[config.mk]
export PLATFORM = sky130hd
export DESIGN_NAME = uart_tx_param
export DESIGN_NICKNAME = d
export VERILOG_FILES = /design/src/rtl/uart_tx_param.sv
export SDC_FILE = /design/constraint.sdc
export NUM_CORES = 1
export LEC_CHECK = 0
export ABC_AREA = 1
export CAP_MARGIN = 20
export CORE_UTILIZATION = 35
export CTS_CLUSTER_SIZE = 14
export DETAILED_ROUTE_END_ITERATION = 10
export RECOVER_POWER = 100
export SLEW_MARGIN = 0
export SYNTH_ARGS = -nofsm -noshare
export SYNTH_HDL_FRONTEND = slang
export SYNTH_SLANG_ARGS = --single-unit
[constraint.sdc]
create_clock -name clk -period 3.2 [get_ports clk]
set_input_delay 0.8 -clock clk [delete_from_list [all_inputs] [get_ports clk]]
set_output_delay 0.8 -clock clk [all_outputs]
set_load 0.02 [all_outputs]
[src/rtl/uart_tx_param.sv]
// Parameterised UART transmitter: a small word FIFO feeds a frame FSM that
// serialises start, data (LSB first), optional parity and one or two stop bits.
module uart_tx_param #(
   parameter int DATA_WIDTH   = 8,
   parameter int CLKS_PER_BIT = 16,
   parameter int FIFO_DEPTH   = 4
) (
   input  logic                                 clk,
   input  logic                                 rst,
   input  logic [DATA_WIDTH-1:0]                P_data,
   input  logic                                 Data_valid,
   output logic                                 Data_ready,
   input  logic                                 Par_en,
   input  logic                                 Par_type,
   input  logic                                 Stop2,
   output logic                                 TX_out,
   output logic                                 Busy,
   output logic [$clog2(FIFO_DEPTH+1)-1:0]      Fifo_count
);

   localparam int CNT_W = $clog2(FIFO_DEPTH + 1);
   localparam int PTR_W = $clog2(FIFO_DEPTH);
   localparam int BIT_W = (CLKS_PER_BIT > 1) ? $clog2(CLKS_PER_BIT) : 1;
   localparam int IDX_W = $clog2(DATA_WIDTH);
   localparam int ENT_W = DATA_WIDTH + 3;

   localparam logic [BIT_W-1:0] BIT_RELOAD = BIT_W'(CLKS_PER_BIT - 1);
   localparam logic [IDX_W-1:0] IDX_LAST   = IDX_W'(DATA_WIDTH - 1);
   localparam logic [CNT_W-1:0] CNT_FULL   = CNT_W'(FIFO_DEPTH);

   typedef enum logic [2:0] {
      IDLE = 3'd0,
      STR  = 3'd1,
      DATA = 3'd2,
      PAR  = 3'd3,
      STP  = 3'd4
   } state_t;

   // Handshake: a word transfers on a rising edge where Data_valid and
   // Data_ready are both 1; Data_ready never depends on Data_valid.

   // ---------------- word FIFO ----------------
   logic [ENT_W-1:0] mem [FIFO_DEPTH];
   logic [PTR_W-1:0] wr_ptr;
   logic [PTR_W-1:0] rd_ptr;
   logic             ready_en;
   logic             push;
   logic             pop;
   logic [ENT_W-1:0] head;

   assign Data_ready = ready_en && (Fifo_count != CNT_FULL);
   assign push       = Data_valid && Data_ready;
   assign head       = mem[rd_ptr];

   always_ff @(posedge clk) begin
      if (rst) begin
         wr_ptr     <= '0;
         rd_ptr     <= '0;
         Fifo_count <= '0;
         ready_en   <= 1'b0;
      end else begin
         ready_en <= 1'b1;
         if (push) wr_ptr <= wr_ptr + 1'b1;
         if (pop)  rd_ptr <= rd_ptr + 1'b1;
         case ({push, pop})
            2'b10:   Fifo_count <= Fifo_count + 1'b1;
            2'b01:   Fifo_count <= Fifo_count - 1'b1;
            default: Fifo_count <= Fifo_count;
         endcase
      end
   end

   // Entry layout: {stop2, par_type, par_en, data}
   always_ff @(posedge clk) begin
      if (!rst && push) mem[wr_ptr] <= {Stop2, Par_type, Par_en, P_data};
   end

   // ---------------- frame FSM ----------------
   state_t                state;
   state_t                state_n;
   logic [BIT_W-1:0]      bit_cnt;
   logic [BIT_W-1:0]      bit_cnt_n;
   logic [IDX_W-1:0]      idx;
   logic [IDX_W-1:0]      idx_n;
   logic [DATA_WIDTH-1:0] cur_sh;
   logic [DATA_WIDTH-1:0] cur_sh_n;
   logic                  cur_pe;
   logic                  cur_pe_n;
   logic                  cur_par;
   logic                  cur_par_n;
   logic                  cur_s2;
   logic                  cur_s2_n;
   logic                  tick;
   logic                  tx_n;

   assign tick = (bit_cnt == '0);

   always_comb begin
      state_n   = state;
      idx_n     = idx;
      cur_sh_n  = cur_sh;
      cur_pe_n  = cur_pe;
      cur_par_n = cur_par;
      cur_s2_n  = cur_s2;
      pop       = 1'b0;

      unique case (state)
         IDLE: begin
            if (Fifo_count != '0) begin
               pop     = 1'b1;
               state_n = STR;
            end
         end
         STR: begin
            if (tick) begin
               state_n = DATA;
               idx_n   = '0;
            end
         end
         DATA: begin
            if (tick) begin
               if (idx == IDX_LAST) begin
                  state_n = cur_pe ? PAR : STP;
                  idx_n   = '0;
               end else begin
                  idx_n    = idx + 1'b1;
                  cur_sh_n = cur_sh >> 1;
               end
            end
         end
         PAR: begin
            if (tick) begin
               state_n = STP;
               idx_n   = '0;
            end
         end
         STP: begin
            if (tick) begin
               if (cur_s2 && (idx == '0)) begin
                  idx_n = IDX_W'(1);
               end else if (Fifo_count != '0) begin
                  pop     = 1'b1;
                  state_n = STR;
               end else begin
                  state_n = IDLE;
               end
            end
         end
         default: state_n = IDLE;
      endcase

      // Parity is fixed when the word is taken, so the shifter can consume data.
      if (pop) begin
         cur_sh_n  = head[DATA_WIDTH-1:0];
         cur_pe_n  = head[DATA_WIDTH];
         cur_par_n = (^head[DATA_WIDTH-1:0]) ^ head[DATA_WIDTH+1];
         cur_s2_n  = head[DATA_WIDTH+2];
      end

      if (state_n == IDLE)                 bit_cnt_n = '0;
      else if ((state == IDLE) || tick)    bit_cnt_n = BIT_RELOAD;
      else                                 bit_cnt_n = bit_cnt - 1'b1;

      unique case (state_n)
         IDLE:    tx_n = 1'b1;
         STR:     tx_n = 1'b0;
         DATA:    tx_n = cur_sh_n[0];
         PAR:     tx_n = cur_par_n;
         STP:     tx_n = 1'b1;
         default: tx_n = 1'b1;
      endcase
   end

   always_ff @(posedge clk) begin
      if (rst) begin
         state   <= IDLE;
         bit_cnt <= '0;
         idx     <= '0;
         cur_sh  <= '0;
         cur_pe  <= 1'b0;
         cur_par <= 1'b0;
         cur_s2  <= 1'b0;
         TX_out  <= 1'b1;
         Busy    <= 1'b0;
      end else begin
         state   <= state_n;
         bit_cnt <= bit_cnt_n;
         idx     <= idx_n;
         cur_sh  <= cur_sh_n;
         cur_pe  <= cur_pe_n;
         cur_par <= cur_par_n;
         cur_s2  <= cur_s2_n;
         TX_out  <= tx_n;
         Busy    <= (state_n != IDLE);
      end
   end

endmodule

==> flow_summary.toml <==
[timing]
fmax_ghz = 0.374
worst_clock_skew_ps = 9.14
fin_crit_ps = 2680
finalSetupViolations = 0
worst_pin_slew_ps = 826
finalSetupTns_ps = 0
finalHoldViolations = 0
drv_slew = 0
setup_ws_ps = 523
holdWs_ps = 469
min_period_over_period_pct = 83.6
maxSlewHeadroom_pct = 44.9
grt_setup_unrepaired = "no"

[synthesis]
synth.net_count = 449
synth-compound-area-share_pct = 8.72
ys_types = 39
yosys_warnings = 0
yosysTopAreaCell = "edfxtp_1"
synth_fa_ha_area_share_pct = 3.58
yosysSeqAreaShare_pct = 53.5
muxShareOfSynthArea_pct = 0
synth_area_mm2 = 0.00370
synth_xor_area_share_pct = 0.473
synth-seq-cells = 77
netlist_top_cells_area = "edfxtp_1 (36%), dfxtp_1 (18%), nand2_1 (14%)"
synth_top_family_by_area = "simple AND/OR/NAND/NOR gates"
avgSynthCellArea_um2 = 8.71
syn_inst = 425
synth_top_area_share_pct = 35.7
ys_async_sr_fraction_pct = 0
synth_enable_flop_cells = 44
synth_flop_cell = "edfxtp_1"
synthSimpleGateAreaFrac_pct = 25.6

[critical_path]
critPathCaptureType = "register"
cpMostUsedCell = "inv_1"
worstPathArrival_ps = 2930
cpPeakStageDelay_ps = 380
critPathRequiredTime_ps = 3450
crit_family = "adder cells"
slowest_stage = "fa_1"
cp_cell_sequence = "inv_1 -> ha_1 -> nand2_4 -> o21ai_2 -> nand3_4 -> inv_1 -> ha_1 -> inv_1 -> fa_1 -> a21oi_1 -> o21ai_0 -> o21ai_0 -> a21oi_1"
cp_num_buf_inv = 3
path_max_fanout = 15
setup.worst_path.start_class = "register"
crit_type = "register to register"

[die]
die_h_um = 105
start_util_pct = 36.0
dieArea_mm2 = 0.0110
coreArea_mm2 = 0.0103
dieWidth_um = 105
io_pins = 20
rows = 37

[clocking]
clockBufferDepth = 2
path_clk_slew_ps = 90
cts_resized = 0
htree_levels = 3
cts_sinks = 77
cts_buffers = 9
ctsHoldBuffers = 0
clk_latency_ps = 360
clockRootBuffer = "clkbuf_8"
cts_setup_buffers = 0
cts_tree = "built"

[detailed_routing]
routed_wl_um = 6960
wl_per_cell_um = 11.8
drcViolationCount = 0
vias = 2793
first_pass_iters = 4
viasPerCell = 4.72
drt_iter0_drc = 111
drtAntennaViolNets = 0

[min_path]
hold_path_class = "register to register"

[cells_and_area]
nets = 475
final_common_cell = "nand2_1"
n_antenna_cell = 0
area_delta_synth_final_pct = 13.7
drive_above_1_share_pct = 9.87
final_cell_mix = "nand2_1 (142), inv_1 (46), edfxtp_1 (44)"
fin_util_pct = 41.0
fin_area_mm2 = 0.00421

[job]
drv_cap = 0

[global_route]
grt_overflow_total = 0
grt_pass1_vias = 2589
antenna_found_initial = 0
grt_util_all_layers_pct = 14.1
grt_pass1_wl_um = 12000
grt_max_degree = 26

[placement]
routabilityCongestion = 0.824
port_buffers = 19
hpwl_um = 4850
place_ws_ps = 636
place_area_mm2 = 0.00402

[run_status]
status = "complete, no violations"

[power_and_ir_drop]
max-vdd-ir-drop_v = 0.000376
p_per_area_mw_per_mm2 = 889
leakage_nw = 1.78
cell families after synthesis:
| group | count (synthesis) |
|---|---|
| AOI/OAI and AO/OA | 54 |
| xor gates and xnor gates | 2 |
| adders and majority gates | 10 |
| buffers and inverters | 64 |
| DFF | 77 |
| and+or+nand+nor | 218 |
final cells by class:
class | count | area [um2]
Inverter | 52 | 200
Fill cell | 1054 | 6070
Clock inverter | 7 | 90.1
Timing Repair Buffer | 27 | 228
Clock buffer | 9 | 124
Multi-Input combinational cell | 284 | 1420
Tap cell | 136 | 170
Sequential cell | 77 | 1980
per-layer routing:
layer | wire length [um] | global-route usage, % | up-vias
li1 | - | - | 1435
met5 | 0 | 0 | -
met4 | 155 | 5.73 | 0
met3 | 220 | 3.93 | 8
met1 | 3370 | 17.6 | 1301
met2 | 3220 | 23.0 | 49
where the power goes:
part	internal, mW	switching (mW)	leakage (nW)	total [mW]
clock network	0.383	0.400	0.110	0.784
logic	0.555	1.07	1.00	1.63
registers	1.22	0.112	0.669	1.33
registers in the layout (all words and copies together), names as in the netlist, 2 cells and up, named ones only:
register,cells
bit_cnt,4
rd_ptr,2
idx,3
state,3
mem,44
wr_ptr,2
cur_sh,8
Fifo_count,3
final timing paths:
path                                  from             to  slack, ps  depth (start not counted)
worst min-delay path             cur_sh[7]      cur_sh[7]        470                          2
worst min register to register   cur_sh[7]      cur_sh[7]        470                          2
worst max-delay path            bit_cnt[0]  Fifo_count[2]        520                         13
worst max register to register  bit_cnt[0]  Fifo_count[2]        520                         13
worst reg2reg max path, stage by stage (launching register included):
cell and delay, ps:
dfxtp_1 320, inv_1 70, ha_1 220, nand2_4 120
o21ai_2 220, nand3_4 140, inv_1 340, ha_1 220
inv_1 70, fa_1 380, a21oi_1 150, o21ai_0 110
o21ai_0 160, a21oi_1 50
through the flow:
| stage | power [mW] | std cells |
|---|---|---|
| final | 3.74 | 592 |
| after global routing | 4.10 | 592 |
| after CTS | 3.82 | 592 |
| after detailed placement | 3.02 | 576 |
| after global placement | 2.97 | 576 |
| after floorplan | 2.71 | 425 |
synth_stat cells, types with 3 or more instances:
library cell    n
nand2_2        15
nand2_1       140
ha_1            9
nand3_1        26
inv_2           6
inv_1          45
a31oi_1         8
o21ai_0        20
edfxtp_1       44
dfxtp_1        33
a211oi_1        3
buf_4           6
nor2_1         26
a21oi_1        13
No activity file was read; power rests on OpenSTA's default activity.
